==> src/rtl/csa_ctrl_pkg.sv <==
// Shared definitions for the multicycle carry-select add controller.
// Holds the FSM encoding and helpers that size the chunk index from WIDTH/CHUNK.
package csa_ctrl_pkg;

    typedef enum logic [1:0] {
        IDLE = 2'd0,
        RUN  = 2'd1,
        DONE = 2'd2
    } state_t;

    localparam int DEF_WIDTH = 32;
    localparam int DEF_CHUNK = 8;

    function automatic int nch(input int width, input int chunk);
        return width / chunk;
    endfunction

    // A single-chunk configuration still needs a 1-bit index register.
    function automatic int idx_width(input int n);
        return (n > 1) ? $clog2(n) : 1;
    endfunction

endpackage

==> src/rtl/csa_chunk_slice.sv <==
// Combinational CHUNK-bit carry-select slice: both carry-in cases are
// precomputed and the registered carry picks one.
module csa_chunk_slice #(
    parameter int CHUNK = 8
) (
    input  logic [CHUNK-1:0] a_i,
    input  logic [CHUNK-1:0] b_i,
    input  logic             c_sel_i,
    output logic [CHUNK-1:0] s_o,
    output logic             c_o
);

    logic [CHUNK:0] res0;
    logic [CHUNK:0] res1;

    assign res0 = {1'b0, a_i} + {1'b0, b_i};
    assign res1 = {1'b0, a_i} + {1'b0, b_i} + (CHUNK + 1)'(1);

    assign s_o = c_sel_i ? res1[CHUNK-1:0] : res0[CHUNK-1:0];
    assign c_o = c_sel_i ? res1[CHUNK]     : res0[CHUNK];

endmodule

==> src/rtl/csa_multicycle_add_ctrl.sv <==
// Sequencer adding WIDTH-bit operands one CHUNK per cycle on a shared slice.
// Define CSA_CTRL_SUB_EN to add the sub port (a - b via inverted b, carry-in 1).
module csa_multicycle_add_ctrl
    import csa_ctrl_pkg::*;
#(
    parameter int WIDTH = DEF_WIDTH,
    parameter int CHUNK = DEF_CHUNK
) (
    input  logic             clk,
    input  logic             rst_n,
    input  logic             in_valid,
    output logic             in_ready,
    input  logic [WIDTH-1:0] a,
    input  logic [WIDTH-1:0] b,
    input  logic             c_in,
`ifdef CSA_CTRL_SUB_EN
    input  logic             sub,
`endif
    output logic             out_valid,
    input  logic             out_ready,
    output logic [WIDTH-1:0] sum,
    output logic             c_out,
    output logic             busy
);

    localparam int NCH   = nch(WIDTH, CHUNK);
    localparam int IDX_W = idx_width(NCH);
    localparam logic [IDX_W-1:0] IDX_LAST = IDX_W'(NCH - 1);

    if ((WIDTH % CHUNK) != 0 || CHUNK < 2 || CHUNK > 16) begin : g_param_check
        $error("csa_multicycle_add_ctrl: WIDTH must be a multiple of CHUNK, CHUNK in 2..16");
    end

    state_t           state_q,     state_d;
    logic [IDX_W-1:0] idx_q,       idx_d;
    logic             carry_q,     carry_d;
    logic [WIDTH-1:0] a_q,         a_d;
    logic [WIDTH-1:0] b_q,         b_d;
    logic [WIDTH-1:0] sum_q,       sum_d;
    logic             c_out_q,     c_out_d;
    logic             out_valid_q, out_valid_d;

    logic             sub_op;
    logic [CHUNK-1:0] slice_sum;
    logic             slice_cout;

`ifdef CSA_CTRL_SUB_EN
    assign sub_op = sub;
`else
    assign sub_op = 1'b0;
`endif

    csa_chunk_slice #(.CHUNK(CHUNK)) u_slice (
        .a_i     (a_q[idx_q*CHUNK +: CHUNK]),
        .b_i     (b_q[idx_q*CHUNK +: CHUNK]),
        .c_sel_i (carry_q),
        .s_o     (slice_sum),
        .c_o     (slice_cout)
    );

    // NOTE: every _d gets its hold value first so no path leaves it unassigned (no latch).
    always_comb begin
        state_d     = state_q;
        idx_d       = idx_q;
        carry_d     = carry_q;
        a_d         = a_q;
        b_d         = b_q;
        sum_d       = sum_q;
        c_out_d     = c_out_q;
        out_valid_d = out_valid_q;

        unique case (state_q)
            IDLE: begin
                if (in_valid) begin
                    a_d     = a;
                    b_d     = sub_op ? ~b : b;
                    carry_d = sub_op ? 1'b1 : c_in;
                    idx_d   = '0;
                    state_d = RUN;
                end
            end
            RUN: begin
                sum_d[idx_q*CHUNK +: CHUNK] = slice_sum;
                carry_d = slice_cout;
                if (idx_q == IDX_LAST) begin
                    c_out_d     = slice_cout;
                    out_valid_d = 1'b1;
                    idx_d       = '0;
                    state_d     = DONE;
                end else begin
                    idx_d = idx_q + IDX_W'(1);
                end
            end
            DONE: begin
                if (out_ready) begin
                    out_valid_d = 1'b0;
                    state_d     = IDLE;
                end
            end
            default: state_d = IDLE;
        endcase
    end

    // NOTE: state registers use non-blocking assignments so all flops update together.
    always_ff @(posedge clk or negedge rst_n) begin
        if (!rst_n) begin
            state_q     <= IDLE;
            idx_q       <= '0;
            carry_q     <= 1'b0;
            a_q         <= '0;
            b_q         <= '0;
            sum_q       <= '0;
            c_out_q     <= 1'b0;
            out_valid_q <= 1'b0;
        end else begin
            state_q     <= state_d;
            idx_q       <= idx_d;
            carry_q     <= carry_d;
            a_q         <= a_d;
            b_q         <= b_d;
            sum_q       <= sum_d;
            c_out_q     <= c_out_d;
            out_valid_q <= out_valid_d;
        end
    end

    assign in_ready  = (state_q == IDLE);
    assign busy      = (state_q != IDLE);
    assign out_valid = out_valid_q;
    assign sum       = sum_q;
    assign c_out     = c_out_q;

endmodule

==> config.mk <==
export PLATFORM = sky130hd
export DESIGN_NAME = csa_multicycle_add_ctrl
export DESIGN_NICKNAME = d
export VERILOG_FILES = /design/src/rtl/csa_ctrl_pkg.sv /design/src/rtl/csa_chunk_slice.sv /design/src/rtl/csa_multicycle_add_ctrl.sv
export SDC_FILE = /design/constraint.sdc
export NUM_CORES = 1
export LEC_CHECK = 0
export CORE_ASPECT_RATIO = 1.1
export CORE_MARGIN = 2
export CORE_UTILIZATION = 48
export CTS_BUF_LIST = sky130_fd_sc_hd__clkbuf_8
export CTS_CLUSTER_SIZE = 8
export DETAILED_ROUTE_END_ITERATION = 6
export PLACE_DENSITY = 0.84
export SLEW_MARGIN = 10
export SYNTH_ARGS = -nofsm -noshare
export SYNTH_HDL_FRONTEND = slang
export SYNTH_SLANG_ARGS = --single-unit
==> constraint.sdc <==
create_clock -name clk -period 3.4 [get_ports clk]
set_input_delay 0.68 -clock clk [delete_from_list [all_inputs] [get_ports clk]]
set_output_delay 0.68 -clock clk [all_outputs]
set_load 0.02 [all_outputs]
After elaboration in Yosys (flattened, before gate mapping)
Cells that the tools add are included.

storage, ports and cells
  bits in registers = 103
  input bits = 69
  output and inout port bits = 36
  logic and storage cells = 46

cells by class
  add/sub/neg operators = 4
  eq/ne operators = 6
  shift-type cells = 4
  mux-type cells = 15
  reduce and logical (&&, ||, !) cells = 9

operator list
  kind                                                                      count
  32-bit by 6-bit variable part select with 8-bit output                    2
  5-bit negator with 34-bit output                                          1
  8-bit by 34-bit variable shift with 32-bit output (first input constant)  1
  8-bit by 34-bit variable part select with 32-bit output                   1
  32-bit bitwise mux                                                        1
  2-bit two-way mux                                                         5
  8-bit by 8-bit adder with 9-bit output                                    1
  9-bit by 1-bit adder with 9-bit output (second input constant)            1
  8-bit two-way mux                                                         1
  2-bit != test (second input constant)                                     3
  2-bit one-hot mux with 3 select lines                                     1
  2-bit AND reduction                                                       3
  3-bit AND reduction                                                       2
  2-bit nonzero test                                                        3
  2-bit == test (second input constant)                                     2
  1-bit two-way mux                                                         4
  1-bit one-hot mux with 2 select lines                                     2
  2-bit one-hot mux with 2 select lines                                     1
  2-bit by 1-bit adder with 2-bit output (second input constant)            1
  2-bit by 1-bit == test with 1-bit output (second input constant)          1
  2-bit zero test                                                           1

Logic depth before layout (Yosys ltp)
Gate-level depths: netlist (run 1).

  word-level depth = 6
  mapped depth = 13
  mapped depth without buffers = 11

Cells and area by module
A second synthesis (run 1) with hierarchy kept.

second synthesis, totals
  cells, all modules = 350
  area total of the unflattened synthesis = 4889.7 um^2

by module, submodules not included
  module                   times used  cells each  area each (um^2)  seq. area each (um^2)
  csa_multicycle_add_ctrl  1           292         4391.7            2577.5
  csa_chunk_slice          1           58          498.0             0.0

Worst setup path after synthesis (run 1)
Ideal clock, no wire load.

  path type = register to register
  start point = reg idx_q[0]
  end point = reg sum_q[15], in the netlist sum[15]
  setup time = 0.087 ns
  arrival = 3.360 ns
  data required time = 3.313 ns
  setup slack = -0.047 ns
  stages on the path, launching flop included = 11
  path buffers = 1
  clock period less this slack = 3.447 ns
  cell sequence = dfrtp_1 > buf_1 > mux4_2 > ha_1 > inv_1 > fa_1 > nor3_1 > and3_1 > nand4_1 > or4_1 > o211ai_1

on the way
  longest elaborated chain between the ends = 6
  elaborated cells between the ends (all ways) = 9
  those cells by class = add/sub: 3; shift: 4; mux: 2

RTL lines
  element                                                                           line                                                          text
  start, declared                                                                   csa_multicycle_add_ctrl.sv:35                                 logic [IDX_W-1:0] idx_q, idx_d;
  start signal, assigned                                                            csa_multicycle_add_ctrl.sv:117                                idx_q <= idx_d;
  32-bit by 6-bit variable part select with 8-bit output, on equally long branches  csa_multicycle_add_ctrl.sv:54, csa_multicycle_add_ctrl.sv:55
  8-bit by 8-bit adder with 9-bit output                                            csa_chunk_slice.sv:16, csa_chunk_slice.sv:17
  9-bit by 1-bit adder with 9-bit output                                            csa_chunk_slice.sv:17                                         assign res1 = {1'b0, a_i} + {1'b0, b_i} + (CHUNK + 1)'(1);
  8-bit two-way mux                                                                 csa_chunk_slice.sv:19                                         assign s_o = c_sel_i ? res1[CHUNK-1:0] : res0[CHUNK-1:0];
  8-bit by 34-bit variable part select with 32-bit output                           csa_multicycle_add_ctrl.sv:83                                 sum_d[idx_q*CHUNK +: CHUNK] = slice_sum;
  32-bit bitwise mux (*)                                                            csa_multicycle_add_ctrl.sv:83
  end signal, assigned                                                              csa_multicycle_add_ctrl.sv:121                                sum_q <= sum_d;
  end, declared                                                                     csa_multicycle_add_ctrl.sv:39                                 logic [WIDTH-1:0] sum_q, sum_d;

Every way passes the cells marked *; elsewhere a longest branch is shown, timed or not.
A chain may end at the register's enable or synchronous reset.

Worst setup path in the final report (run 1)
Ends and elaborated chain as after synthesis.

==> qor.csv, run 1 <==
stage;metric;value;unit
run_status;status;completed;
route;drt_pass1_iterations;4;
timing;hold_viol;0;
die;ios;105;
power_and_ir_drop;clkPwrFrac;0.135;
placement;place.detailed.hpwl;8.82;mm
cts;holdBufCountCts;0;
cells_and_area;final_core_util;0.639;
die;row_count;38;
timing;fin_skew;11.2;ps
timing;fin_crit_sh;0.947;
placement;port_buffers;104;
route;viasPerCell;5.32;
critical_path;arrival;3520;ps
synth;post-synth-top-count-cell;nand2_1;
route;drt_wl_total;11.6;mm
cells_and_area;diodes;0;
power_and_ir_drop;peakVddDrop;0.622;mV
cts;cts_root_buf;clkbuf_8;
cells_and_area;synthToLayoutAreaGrowth;29.8;%
cts;post_cts_buffers;0;
die;fp.dieH;110;um
grt;grt_max_degree;53;
placement;gp_congestion;0.853;
timing;rsz0062_at_grt;no;
critical_path;crit_path_start_kind;flop;
cts;cts_made_buffers;9;
cells_and_area;drive_gt1_frac;0.0900;
synth;synthCells;514;
die;core;9890;um^2
cells_and_area;area.sequential;2580;um^2
timing;drv_slew;0;
grt;antenna_found_initial;0;
route;drtAntennaViolNets;0;
cts;clk_latency;380;ps
cts;clock-sinks;103;
power_and_ir_drop;seq_power_share;0.303;
critical_path;endpoint_kind;flop;
cells_and_area;multi_input_area;2200;um^2
synth;ys_warn_count;0;
route;drc;0;
synth;syn-cell-area;4870;um^2
timing;slew_headroom;0.497;
critical_path;required;3700;ps
cts;cts_tree;built;
timing;worstMarginPinSlew;752;ps
power_and_ir_drop;comb_power_share;0.562;
critical_path;path_max_fanout;10;
route;drt_iter0_drc;266;
cells_and_area;final_nets;702;
grt;grt-ovfl-total;0;
synth;synth.yosys.seq_area_share;0.529;
critical_path;reg2reg_slack;180;ps
flow_run;drv_cap;0;
synth;synth-edff-count;0;
cts;clkSlewWorstSetupHoldPaths;100;ps
power_and_ir_drop;p_leak;2.99;nW
synth;synth_top_area_frac;0.529;
grt;grt_util_all_layers;0.226;
timing;fin_crit;3220;ps
power_and_ir_drop;p_per_area;1050;nW/um^2
synth;synth.net_count;599;
timing;tns;0;ps
grt;grt_pass1_vias;4086;
synth;ys_top_cells_by_area;dfrtp_1, nand2_1, mux4_2;
synth;ys_async_sr_fraction;1.00;
cells_and_area;fillers;788;
min_path;hold_class;in -> async;
synth;syn_area_per_cell;9.48;um^2
cts;cts_buffer_depth;2;
timing;setup_viol;0;
die;die_w;100;um
synth;ys_types;46;
route;wl_per_cell;15.6;um
synth;synth-seq-cells;103;
synth;synth_top_cell_by_area;dfrtp_1;
die;initial_core_util;0.493;
cts;cts_resized;0;
power_and_ir_drop;p_sw_frac;0.446;
route;via_count;3948;
power_and_ir_drop;p_sw;2.96;mW
cts;cts-htree-levels;3;
power_and_ir_drop;p_int;3.67;mW
die;dieArea;11000;um^2
synth;synth.top_cells.by_count;nand2_1, dfrtp_1, o21ai_0;
grt;grt_pass1_wl;19.0;mm
critical_path;setup.worst_path.class;reg -> reg;
synth;ys.flop_type;dfrtp_1;
timing;fmax;311;MHz
==> kinds of logic (layout without fill, tap and decap cells) <==
family,count (synthesis),in the layout,share of synthesized area
xor+xnor,11,11,0.0198
fa+ha+maj,16,16,0.0426
mux,16,16,0.0739
compound gates,56,56,0.0719
simple gates,279,279,0.236
buf+inv,33,141,0.0264
flops,103,103,0.529
==> sequential cells by signal (all words and copies together), names as in the netlist <==
register and cells:
c_out 1, carry_q 1, out_valid 1, state_q 2, b_q 32, idx_q 2
a_q 32, sum 32
==> worst max-delay path, stage by stage, from the launching register on <==
cell and delay (ps):
dfrtp_1 450, buf_4 270, mux4_2 560, inv_1 110
fa_1 470, nor3_2 250, and3_1 220, nand4_1 170
or4_1 530, o211ai_1 110
==> area by class of cell <==
cell class | instances | area share
Clock buffer | 11 | 0.0239
Clock inverter | 5 | 0.0137
Timing Repair Buffer | 112 | 0.176
Sequential cell | 103 | 0.408
Multi-Input combinational cell | 378 | 0.348
Tap cell | 120 | 0.0237
Inverter | 13 | 0.00772
==> through the flow <==
step                      total power, mW  hold WS (ps)  worst slack, ps  std cells  instance area (um^2)
final                                6.63           319              180        742                  6320
after floorplan                      4.50           384             7.95        514                  4870
after CTS                            6.52           335             84.5        742                  6300
after global placement               5.40           453              252        726                  6060
after global routing                 7.09           369             4.15        742                  6320
after detailed placement             5.61           460              103        726                  6060
==> metal layers <==
layer	share of wire	GRT usage
met1	0.41	0.264
met2	0.51	0.404
met3	0.043	0.0401
met4	0.038	0.107
met5	0	0
==> worst paths after layout <==
path,cells past startpoint,start,to
max reg2reg,9,idx_q[0],sum[15]
min,1,rst_n,sum[18]
max,9,idx_q[0],sum[15]
min reg2reg,2,a_q[27],a_q[27]
min in group clk,2,a_q[27],a_q[27]
max in group asynchronous,2,rst_n,a_q[14]
==> placed cells by master, fill, tap and decap left out, types with 5 or more instances in the layout <==
cell type	netlist	layout
nand2_1	239	238
dfrtp_1	103	103
clkdlybuf4s50_1	0	103
o21ai_0	24	24
mux4_2	16	16
ha_1	15	15
inv_1	13	13
clkbuf_8	0	11
nor2_1	8	8
buf_4	1	8
a21oi_1	6	6
xnor2_1	6	5
o21ai_1	5	5
==> power groups by stage <==
| stage | Combinational (mW) | Clock (mW) | Sequential, mW |
|---|---|---|---|
| after floorplan | 2.47 | 0 | 2.03 |
| after global placement | 3.40 | 0 | 2.00 |
| after detailed placement | 3.59 | 0 | 2.03 |
| after CTS | 3.61 | 0.909 | 2.01 |
| after global routing | 4.08 | 0.958 | 2.06 |
| final | 3.72 | 0.894 | 2.01 |
Power figures use the tool's default switching activity.
==> inputs of run 2 (changes only) <==
- SETUP_SLACK_MARGIN: unset -> 0.02
==> run 2 against run 1 <==
  * Register-to-register slack improved by 40 ps
  * Final area decreased by 0.65%
  * Critical path depth unchanged
  * Utilization decreased by 0.42 points
  * Worst setup slack improved by 40 ps
  * Clock skew decreased by 1.9 ps
  * Non-clock buffer count increased by 1
  * Hold slack improved by 73 ps
  * Routed wire length decreased by 2.6%
  * Flip-flop and latch count unchanged
  * Critical path type unchanged
  * Critical endpoint unchanged
  * Largest cell class unchanged
  * Largest power group unchanged
==> qor.csv, run 2 (synthesis results as in run 1) <==
stage;metric;value;unit;change
power_and_ir_drop;p_per_area;1030;nW/um^2;was 1050 nW/um^2
die;row_count;38;;unchanged
cells_and_area;final_cell_mix;nand2_1, clkdlybuf4s50_1, dfrtp_1;;was nand2_1, dfrtp_1, clkdlybuf4s50_1
placement;place.detailed.hpwl;8.55;mm;was 8.82 mm
cells_and_area;final_common_cell;nand2_1;;unchanged
placement;gp_congestion;0.861;;was 0.853
cells_and_area;drive_gt1_frac;0.0899;;was 0.0900
cts;clkSlewWorstSetupHoldPaths;100;ps;about the same
grt;grt_util_all_layers;0.214;;was 0.226
cts;holdBufCountCts;0;;unchanged
die;fp.dieH;110;um;unchanged
timing;rsz0062_at_grt;yes;;was no
flow_run;drv_cap;0;;unchanged
grt;grt_max_degree;66;;was 53
cts;cts-htree-levels;3;;unchanged
placement;dp_cells;727;;was 726
critical_path;crit_path_start_kind;flop;;unchanged
cts;cts_root_buf;clkbuf_8;;unchanged
power_and_ir_drop;p_leak;2.98;nW;was 2.99 nW
die;dieArea;11000;um^2;unchanged
cells_and_area;synthToLayoutAreaGrowth;28.9;%;was 29.8%
timing;drv_slew;0;;unchanged
critical_path;path_max_fanout;7;;was 10
grt;grt_pass1_vias;3974;;was 4086
cells_and_area;final_nets;703;;was 702
run_status;status;completed;;unchanged
timing;slew_headroom;0.384;;was 0.497
route;drtAntennaViolNets;0;;unchanged
route;drt_pass1_iterations;6;;was 4
route;drt_wl_total;11.3;mm;was 11.6 mm
power_and_ir_drop;peakVddDrop;0.573;mV;was 0.622 mV
cts;cts_buffer_depth;2;;unchanged
die;die_w;100;um;unchanged
cts;post_cts_buffers;0;;unchanged
critical_path;endpoint_kind;flop;;unchanged
cts;clock-sinks;103;;unchanged
die;ios;105;;unchanged
timing;tns;0;ps;unchanged
min_path;hold_class;in -> async;;unchanged
route;drt_iter0_drc;185;;was 266
timing;hold_ws;392;ps;was 319 ps
critical_path;required;3680;ps;was 3700 ps
die;initial_core_util;0.493;;unchanged
grt;grt_pass1_wl;18.2;mm;was 19.0 mm
critical_path;setup.worst_path.class;reg -> reg;;unchanged
timing;fin_crit_sh;0.935;;was 0.947
timing;fin_skew;9.27;ps;was 11.2 ps
timing;setup_viol;0;;unchanged
cts;cts_tree;built;;unchanged
timing;fmax;314;MHz;was 311 MHz
timing;hold_viol;0;;unchanged
die;core;9890;um^2;unchanged
grt;antenna_found_initial;0;;unchanged
timing;fin_crit;3180;ps;was 3220 ps
route;via_count;3997;;was 3948
timing;worstMarginPinSlew;921;ps;was 752 ps
grt;grt-ovfl-total;0;;unchanged
placement;port_buffers;104;;unchanged
route;drc;0;;unchanged
cts;clk_latency;360;ps;was 380 ps
cells_and_area;diodes;0;;unchanged
route;wl_per_cell;15.2;um;was 15.6 um
cts;cts_made_buffers;9;;unchanged
critical_path;arrival;3460;ps;was 3520 ps
cells_and_area;stdcell_count;743;;was 742
route;viasPerCell;5.38;;was 5.32
## run 2: changes by cell type in the layout (fill, tap and decap cells not counted), sizes merged
cell and delta:
bufinv -1, buf +1, clkbuf -1, clkinv +1
clkinvlp +1
## run 2: where the power goes
part | total, mW | internal (mW) | switching (mW) | leakage (nW)
logic | 3.72 | 1.51 | 2.22 | 1.55
registers | 2.00 | 1.71 | 0.296 | 1.32
clock network | 0.767 | 0.358 | 0.408 | 0.105
## run 2: through the flow
stage               instance area (um^2)  utilization  power, mW  setup slack [ps]
floorplan                           4880            -       4.50               126
global placement                    6050        0.612       5.40               228
detailed placement                  6050        0.612       5.60               108
CTS                                 6250        0.632       6.38              64.7
global route                        6280        0.635       6.96              19.4
finish                              6280        0.635       6.49               220
## run 2: final cells by class
type	instances	area, um^2
fillers	787	3610
flip-flops and latches	103	2580
multi-input cells	378	2200
repair buffers	113	1110
well taps	120	150
clock buffers	10	138
clock inverters	6	62.6
inverters	13	48.8
## run 2: metal layers
metal	up-vias	wire length, um	track usage
met5	-	0	0
met4	0	404	0.101
met3	34	562	0.0324
met2	162	5590	0.381
met1	1901	4730	0.255
li1	1900	-	-
## run 2: timing repair
| action | in CTS | in global routing |
|---|---|---|
| endpoints found under the hold margin | 0 | 0 |
| setup endpoints to repair | 0 | 10 |
| resized for setup | 0 | 5 |
## run 2: worst max-delay path, cell delays in order, from the launching register on
cell      delay, ps
dfrtp_2         440
buf_4           210
mux4_2          550
ha_1            320
a211oi_2        360
o21bai_1        160
a21oi_1         250
xor2_2          160
or4_1           530
o211ai_1        120
## run 2: worst paths after layout
kind / depth (start not counted) / end / slack, ps / from
max in group asynchronous: 2 / b_q[26] / 2230 / rst_n
setup reg to reg: 9 / sum[15] / 220 / idx_q[0]
hold / removal: 1 / sum[18] / 390 / rst_n
hold reg to reg: 2 / b_q[7] / 480 / b_q[7]
min in group clk: 2 / b_q[7] / 480 / b_q[7]
setup / recovery: 9 / sum[15] / 220 / idx_q[0]
